===== config.mk =====
export PLATFORM = sky130hd
export DESIGN_NAME = regs_file_flat
export DESIGN_NICKNAME = d
export VERILOG_FILES = /design/src/rtl/regs_file_if.sv /design/src/rtl/regs_file.sv /design/src/flat_wrapper.sv
export SDC_FILE = /design/constraint.sdc
export NUM_CORES = 2
export LEC_CHECK = 0
export BUFFER_PORTS_ARGS = -buffer_cell sky130_fd_sc_hd__buf_2
export CAP_MARGIN = 30
export CORE_ASPECT_RATIO = 0.75
export CORE_MARGIN = 8
export CORE_UTILIZATION = 35
export DETAILED_ROUTE_END_ITERATION = 6
export GPL_ROUTABILITY_DRIVEN = 0
export PLACE_DENSITY = 0.6
export SLEW_MARGIN = 10
export SYNTH_ARGS = -nofsm -noshare
export SYNTH_HDL_FRONTEND = slang
export SYNTH_SLANG_ARGS = --single-unit

===== constraint.sdc =====
create_clock -name clk -period 2.6 [get_ports clk]
set_input_delay 0.52 -clock clk [delete_from_list [all_inputs] [get_ports clk]]
set_output_delay 0.52 -clock clk [all_outputs]
set_load 0.05 [all_outputs]

===== src/rtl/regs_file_if.sv =====
// Bus bundle for the decode-stage register file: two read addresses with their
// combinational data, plus one write address/data/enable.
interface regs_file_if #(
   parameter int DATA_W = 32,
   parameter int ADDR_W = 5
);
   logic [ADDR_W-1:0] A1;
   logic [ADDR_W-1:0] A2;
   logic [ADDR_W-1:0] A3;
   logic [DATA_W-1:0] WD3;
   logic              WE3;
   logic [DATA_W-1:0] RD1;
   logic [DATA_W-1:0] RD2;

   modport master (
      output A1, A2, A3, WD3, WE3,
      input  RD1, RD2
   );

   modport slave (
      input  A1, A2, A3, WD3, WE3,
      output RD1, RD2
   );
endinterface


===== src/rtl/regs_file.sv =====
// MIPS-style 32x32 register file: two combinational read ports, one synchronous write port, $zero hardwired.
// Optional same-cycle write-to-read forwarding is enabled by defining REGS_FILE_WRITE_BYPASS_EN.
module regs_file #(
   parameter int DATA_W = 32,
   parameter int ADDR_W = 5
) (
   input  logic       clk,
   input  logic       rst,
   regs_file_if.slave bus
);
   localparam int NREGS = 2 ** ADDR_W;

   // Entry 0 is held at a constant zero on both paths, so synthesis trims it away.
   logic [DATA_W-1:0] regs_q [NREGS];
   logic [DATA_W-1:0] regs_d [NREGS];
   logic [DATA_W-1:0] rd1;
   logic [DATA_W-1:0] rd2;
   logic              wrValid;

   assign wrValid = bus.WE3 && (bus.A3 != '0);

   always_comb begin
      regs_d = regs_q;
      if (wrValid) begin
         regs_d[bus.A3] = bus.WD3;
      end
      regs_d[0] = '0;
   end

   always_ff @(posedge clk) begin
      if (rst) begin
         for (int i = 0; i < NREGS; i++) begin
            regs_q[i] <= '0;
         end
      end else begin
         regs_q <= regs_d;
      end
   end

   // Forwarding depends only on the write-port inputs, so reset leaves it active.
   always_comb begin
      rd1 = (bus.A1 == '0) ? '0 : regs_q[bus.A1];
      rd2 = (bus.A2 == '0) ? '0 : regs_q[bus.A2];
`ifdef REGS_FILE_WRITE_BYPASS_EN
      if (wrValid && (bus.A1 == bus.A3)) begin
         rd1 = bus.WD3;
      end
      if (wrValid && (bus.A2 == bus.A3)) begin
         rd2 = bus.WD3;
      end
`else
`endif
   end

   assign bus.RD1 = rd1;
   assign bus.RD2 = rd2;
endmodule


===== src/flat_wrapper.sv =====
// flat-port wrapper written by rule: the top's interface ports become plain ports
module regs_file_flat 
#(
   parameter int DATA_W = 32,
   parameter int ADDR_W = 5
)
  (clk, rst, bus_A1, bus_A2, bus_A3, bus_WD3, bus_WE3, bus_RD1, bus_RD2);
  regs_file_if #(.DATA_W(DATA_W), .ADDR_W(ADDR_W)) bus_i ();
  input  logic clk;
  input  logic rst;
  input wire logic [$bits(bus_i.A1)-1:0] bus_A1;
  input wire logic [$bits(bus_i.A2)-1:0] bus_A2;
  input wire logic [$bits(bus_i.A3)-1:0] bus_A3;
  input wire logic [$bits(bus_i.WD3)-1:0] bus_WD3;
  input wire logic [$bits(bus_i.WE3)-1:0] bus_WE3;
  output wire logic [$bits(bus_i.RD1)-1:0] bus_RD1;
  output wire logic [$bits(bus_i.RD2)-1:0] bus_RD2;
  assign bus_i.A1 = bus_A1;
  assign bus_i.A2 = bus_A2;
  assign bus_i.A3 = bus_A3;
  assign bus_i.WD3 = bus_WD3;
  assign bus_i.WE3 = bus_WE3;
  assign bus_RD1 = bus_i.RD1;
  assign bus_RD2 = bus_i.RD2;
  regs_file #(.DATA_W(DATA_W), .ADDR_W(ADDR_W)) u_core (.clk(clk), .rst(rst), .bus(bus_i));
endmodule

# After elaboration in Yosys (flattened, before gate mapping)
# Cells that the tools add are included.
[totals]
register_bits = 992
elab_cells = 54
[op_classes]
n_lt_le_gt_ge = 4
muxes = 11
n_bitwise = 3
reduce_logical = 5
[op_table]
columns = ["cell", "n"]
rows = [
  ["bitwise mux 1024 bit", 1],
  ["binary-select mux 32 bit (select 5 bit)", 2],
  ["2-to-1 mux 32 bit", 7],
  ["demux 32 bit (select 5 bit)", 1],
  ["greater-or-equal comparator 6 bit (second input constant)", 3],
  ["inverter 5 -> 6 bit", 3],
  ["logical NOT 5 bit", 2],
  ["less-than comparator 6 x 1 -> 1 bit (second input constant)", 1],
  ["nonzero test 5 bit", 1],
  ["logical AND 1 bit", 2],
]

# Logic depth before layout (Yosys ltp)
[logic_depth]
ltp_word = 6
depth_mapped = 8
mapped_depth_nobuf = 4

# Worst setup path after synthesis
# OpenSTA, ideal clock, no wires.
[synth_timing]
path_kind = "input-to-output"
from = "input bus_A1[2]"
to = "output bus_RD1[11]"
t_arrival_ns = 2.615
path_slack_ns = -0.535
stages = 6
path_buffers = 3
cell_sequence = "buf_6 buf_6 nor3b_1 clkbuf_1 a2111oi_0 nor3_1"
[synth_via]
elab_chain_cells = 5
elab_cells_between_ends = 6
[synth_lines]
columns = ["element", "line_no", "rtl"]
rows = [
  ["start, declared", "flat_wrapper.sv:11", "input wire logic [$bits(bus_i.A1)-1:0] bus_A1;"],
  ["inverter 5 -> 6 bit (not written as such)", "regs_file.sv:42", "rd1 = (bus.A1 == '0) ? '0 : regs_q[bus.A1];"],
  ["binary-select mux 32 bit (select 5 bit)", "regs_file.sv:42", ""],
  ["2-to-1 mux 32 bit (not written as such) (2 in a row)", "regs_file.sv:42", ""],
  ["2-to-1 mux 32 bit (*)", "regs_file.sv:42", ""],
  ["end, declared", "flat_wrapper.sv:16", "output wire logic [$bits(bus_i.RD1)-1:0] bus_RD1;"],
]
# Every way passes the cells marked *; elsewhere a longest branch is shown, timed or not. The select of a mux whose other input is x is not followed.

# Worst setup path in the final report
[layout_timing]
from = "register u_core.regs_q[799] (netlist name)"
to = "output bus_RD2[31]"
[layout_via]
elab_chain_cells = 4
[layout_lines]
columns = ["element", "line_no", "rtl"]
rows = [
  ["start, declared", "regs_file.sv:14", "logic [DATA_W-1:0] regs_q [NREGS];"],
  ["start signal, assigned", "regs_file.sv:36", "regs_q <= regs_d;"],
  ["binary-select mux 32 bit (select 5 bit)", "regs_file.sv:43", "rd2 = (bus.A2 == '0) ? '0 : regs_q[bus.A2];"],
  ["2-to-1 mux 32 bit (not written as such) (2 in a row)", "regs_file.sv:43", ""],
  ["2-to-1 mux 32 bit", "regs_file.sv:43", ""],
  ["end, declared", "flat_wrapper.sv:17", "output wire logic [$bits(bus_i.RD2)-1:0] bus_RD2;"],
]
# No other way between the ends. The select of a mux whose other input is x is not followed.

==> impl_metrics.prom <==
# TYPE chip_impl_metric gauge
chip_impl_metric{name="async_reset_ff_share",unit="%"} 0
chip_impl_metric{name="max_cap_viol_count",unit=""} 0
chip_impl_metric{name="clock-skew-final",unit="ps"} 0
chip_impl_metric{name="boundaryPins",unit=""} 114
chip_impl_metric{name="fill_cells",unit=""} 13200
chip_impl_metric{name="cellInternalPower",unit="W"} 0.0270
chip_impl_metric{name="grt_overflow",unit=""} 0
chip_impl_metric{name="h-tree-depth",unit=""} 3
chip_impl_metric{name="power.ir.vdd_worst",unit="uV"} 486
chip_impl_metric{name="gr-usage-met2",unit="%"} 41.1
chip_impl_metric{name="power.clock.fraction",unit="%"} 45.5
chip_impl_metric{name="worst_slew_pin_slew",unit="ps"} 767
chip_impl_metric{name="grt_start_max_net_pins",unit=""} 129
chip_impl_metric{name="hpwl",unit="mm"} 149
chip_impl_metric{name="number_of_cts_inserted_buffers",unit=""} 107
chip_impl_metric{name="power_density",unit="nW/um2"} 574
chip_impl_metric{name="floorplan.core_area",unit="um2"} 142000
chip_impl_info{name="synthFlopType",value="sky130_fd_sc_hd__dfxtp_1"} 1
chip_impl_metric{name="rows",unit=""} 120
chip_impl_metric{name="mapped_cells",unit=""} 5835
chip_impl_info{name="top_cells_by_area_synth",value="sky130_fd_sc_hd__dfxtp_1 (40%), sky130_fd_sc_hd__nand2_1 (15%), sky130_fd_sc_hd__mux4_2 (15%), sky130_fd_sc_hd__a21oi_1 (10%), sky130_fd_sc_hd__mux2i_1 (5.1%)"} 1
chip_impl_info{name="violations",value="negative setup slack"} 1
chip_impl_metric{name="finalInstanceArea",unit="um2"} 64000
chip_impl_metric{name="finalCoreUtilization",unit="%"} 45.0
chip_impl_metric{name="synth_edf_count",unit=""} 0
chip_impl_metric{name="timing.critical_path.fanout_max",unit=""} 2
chip_impl_metric{name="postRouteAntennaNets",unit=""} 0
chip_impl_metric{name="synth_top_area_share",unit="%"} 39.8
chip_impl_metric{name="count_of_placed_standard_cells_in_the_final_layout_fillers_left_out",unit=""} 8061
chip_impl_metric{name="routed_via_density",unit=""} 6.26
chip_impl_metric{name="worst_skew_pair.late_latency",unit="ps"} 720
chip_impl_metric{name="initialDrtViolationCount",unit=""} 8523
chip_impl_info{name="root_buffer",value="sky130_fd_sc_hd__clkbuf_16"} 1
chip_impl_metric{name="net-switching-power",unit="W"} 0.00972
chip_impl_metric{name="seq_area_frac_synth",unit="%"} 39.8
chip_impl_metric{name="numClockSinks",unit=""} 992
chip_impl_metric{name="worst-endpoint-arrival",unit="ps"} 2460
chip_impl_metric{name="synth-seq-cells",unit=""} 992
chip_impl_metric{name="die_w",unit="um"} 452
chip_impl_metric{name="globalRouteMet1Util",unit="%"} 38.8
chip_impl_metric{name="avgSynthCellArea",unit="um2"} 8.55
chip_impl_metric{name="area_delta_synth_final",unit="%"} 28.2
chip_impl_info{name="synthDominantAreaCellType",value="sky130_fd_sc_hd__dfxtp_1"} 1
chip_impl_metric{name="grt_pass1_vias",unit=""} 46900
chip_impl_metric{name="final_slew_violations",unit=""} 0
chip_impl_metric{name="p_comb_share",unit="%"} 12.5
chip_impl_info{name="hold_path.class",value="input pin to register"} 1
chip_impl_metric{name="cts_hold_repair.buffers",unit=""} 0
chip_impl_metric{name="drt_drc_violations_left",unit=""} 0
chip_impl_info{name="outcome",value="complete, but fails checks"} 1
chip_impl_metric{name="max_freq",unit="MHz"} 336
chip_impl_metric{name="layout-drive-gt1-share",unit="%"} 28.3
chip_impl_metric{name="synthesized_net_count",unit=""} 5885
chip_impl_metric{name="antenna_found_initial",unit=""} 16
chip_impl_metric{name="timing.reg2reg.setup_slack",unit="ps"} 1790
chip_impl_metric{name="synth.cell_area",unit="um2"} 49900
chip_impl_info{name="most_used_routing_layer_in_global_routing",value="met2"} 1
chip_impl_info{name="synth.most_common_cell",value="sky130_fd_sc_hd__nand2_1"} 1
chip_impl_info{name="critical_path.startpoint_type",value="register"} 1
chip_impl_metric{name="static-leakage-power",unit="nW"} 21.9
chip_impl_info{name="biggestRegsByFlops",value="u_core.regs_q (992)"} 1
chip_impl_info{name="rsz0062_at_grt",value="yes"} 1
chip_impl_metric{name="detail_route.wirelength",unit="mm"} 237
chip_impl_metric{name="grt_util_all_layers",unit="%"} 28.9
chip_impl_metric{name="yosys_warnings",unit=""} 0
chip_impl_metric{name="fp.dieArea",unit="um2"} 155000
chip_impl_metric{name="final.period_utilization",unit="%"} 115
chip_impl_metric{name="dp.cells",unit=""} 7763
chip_impl_metric{name="grt_first_pass_wirelength",unit="mm"} 335
chip_impl_metric{name="port_buffers",unit=""} 113
chip_impl_metric{name="die_h",unit="um"} 343
chip_impl_metric{name="hold_viol_final",unit=""} 0
chip_impl_info{name="registers.top_by_ff_count",value="u_core.regs_q"} 1
chip_impl_metric{name="switching_share",unit="%"} 26.5
chip_impl_metric{name="grtUsageMet3",unit="%"} 9.19
chip_impl_info{name="cp-end-kind",value="output pin"} 1
chip_impl_metric{name="worst_slack",unit="ps"} -379
chip_impl_metric{name="drtPass1Iterations",unit=""} 6
chip_impl_metric{name="place_area",unit="um2"} 57200
chip_impl_info{name="worstSetupPathType",value="register to output pin"} 1
chip_impl_metric{name="start_util",unit="%"} 35.1
chip_impl_metric{name="cts-root-to-sink-buffers",unit=""} 3
chip_impl_info{name="tritoncts",value="built"} 1
chip_impl_metric{name="timing.max_slew.rel_slack",unit="%"} 48.9
chip_impl_metric{name="largest_register_ff_count",unit=""} 992
chip_impl_info{name="synth.top_cells.by_count",value="sky130_fd_sc_hd__nand2_1 (2,029), sky130_fd_sc_hd__a21oi_1 (1,000), sky130_fd_sc_hd__dfxtp_1 (992)"} 1
chip_impl_metric{name="clk_pin_slew_worst_paths",unit="ps"} 60
chip_impl_metric{name="cp_data_required_time",unit="ps"} 2080
chip_impl_metric{name="design.final.nets",unit=""} 6125
chip_impl_metric{name="route.vias.total",unit=""} 50400
chip_impl_metric{name="avgRoutedWirePerCell",unit="um"} 29.4
chip_impl_metric{name="netlist-cell-type-count",unit=""} 34
chip_impl_metric{name="seqPwrFrac",unit="%"} 41.9
chip_impl_metric{name="fin_crit",unit="ps"} 2980
chip_impl_metric{name="setup_viol",unit=""} 64
[stage by stage]
stage	worst slack (ps)	total power [W]	hold slack, ps	TNS (ps)
global route	-376	0.0375	173	-15770
detailed placement	-677	0.0198	460	-23080
CTS	-390	0.0365	138	-15190
floorplan	-67.3	0.0179	443	-387
finish	-379	0.0368	175	-13810
global placement	-592	0.0198	452	-23100
[power by group through the flow]
stage | Clock [W] | Combinational, W | Sequential [W]
floorplan | 0 | 0.00218 | 0.0157
detailed placement | 0 | 0.00405 | 0.0157
CTS | 0.0168 | 0.00435 | 0.0154
finish | 0.0167 | 0.00460 | 0.0154
global route | 0.0174 | 0.00469 | 0.0154
global placement | 0 | 0.00403 | 0.0157
[critical path: stages, from the launching register on]
cell	delay, ps
sky130_fd_sc_hd__dfxtp_2	320
sky130_fd_sc_hd__mux4_2	460
sky130_fd_sc_hd__o211ai_1	350
sky130_fd_sc_hd__nand4_1	250
sky130_fd_sc_hd__buf_6	200
sky130_fd_sc_hd__buf_12	140
[cells by family after synthesis]
kind of cell	after synthesis	share of synthesized area [%]
flops	992	39.8
compound gates	1316	14.8
simple gates	2245	17.7
mux	688	22.5
buf+inv	594	5.29
[what timing repair did]
action	in CTS	in global routing
buffers inserted	51	41
cloned	4	9
setup endpoints to repair	64	64
pin swaps	85	51
resized for setup	417	127
[cell usage in the layout, fill, tap and decap left out, types with 33 or more instances in the layout]
master and count:
sky130_fd_sc_hd__buf_4 396, sky130_fd_sc_hd__dfxtp_1 797, sky130_fd_sc_hd__mux2_2 38, sky130_fd_sc_hd__buf_2 41, sky130_fd_sc_hd__a21oi_1 1000, sky130_fd_sc_hd__buf_12 188, sky130_fd_sc_hd__nor2_4 33, sky130_fd_sc_hd__nand2_1 1997
sky130_fd_sc_hd__mux4_2 336, sky130_fd_sc_hd__buf_6 62, sky130_fd_sc_hd__clkbuf_16 119, sky130_fd_sc_hd__mux2i_1 253, sky130_fd_sc_hd__a22oi_1 102, sky130_fd_sc_hd__mux2_4 58, sky130_fd_sc_hd__o22ai_1 53, sky130_fd_sc_hd__nand4_1 36
sky130_fd_sc_hd__nand3_1 42, sky130_fd_sc_hd__dfxtp_2 195
[per-layer routing]
layer  share of wire [%]  wire, um
met1                  37     88400
met2                  41     96300
met3                  15     36100
met4                 6.8     16100
met5               0.032        77
[final timing paths]
| kind | from | depth (start not counted) | end |
|---|---|---|---|
| setup / recovery | u_core.regs_q[799] | 5 | bus_RD2[31] |
| hold reg to reg | u_core.regs_q[775] | 2 | u_core.regs_q[775] |
| setup reg to reg | u_core.regs_q[113] | 4 | u_core.regs_q[113] |
| hold / removal | rst | 2 | u_core.regs_q[703] |
[layout make-up]
type	count	area [um2]	area share (%)
clock buffer	146	3110	4.86
clock inverter	47	683	1.07
antenna	11	27.5	0.0430
inverter	1	3.75	0.00587
tap	1891	2370	3.70
multi-input combinational	4249	29100	45.6
timing repair buffer	724	8540	13.4
sequential	992	20100	31.4
No activity file was read; power rests on OpenSTA's default activity.
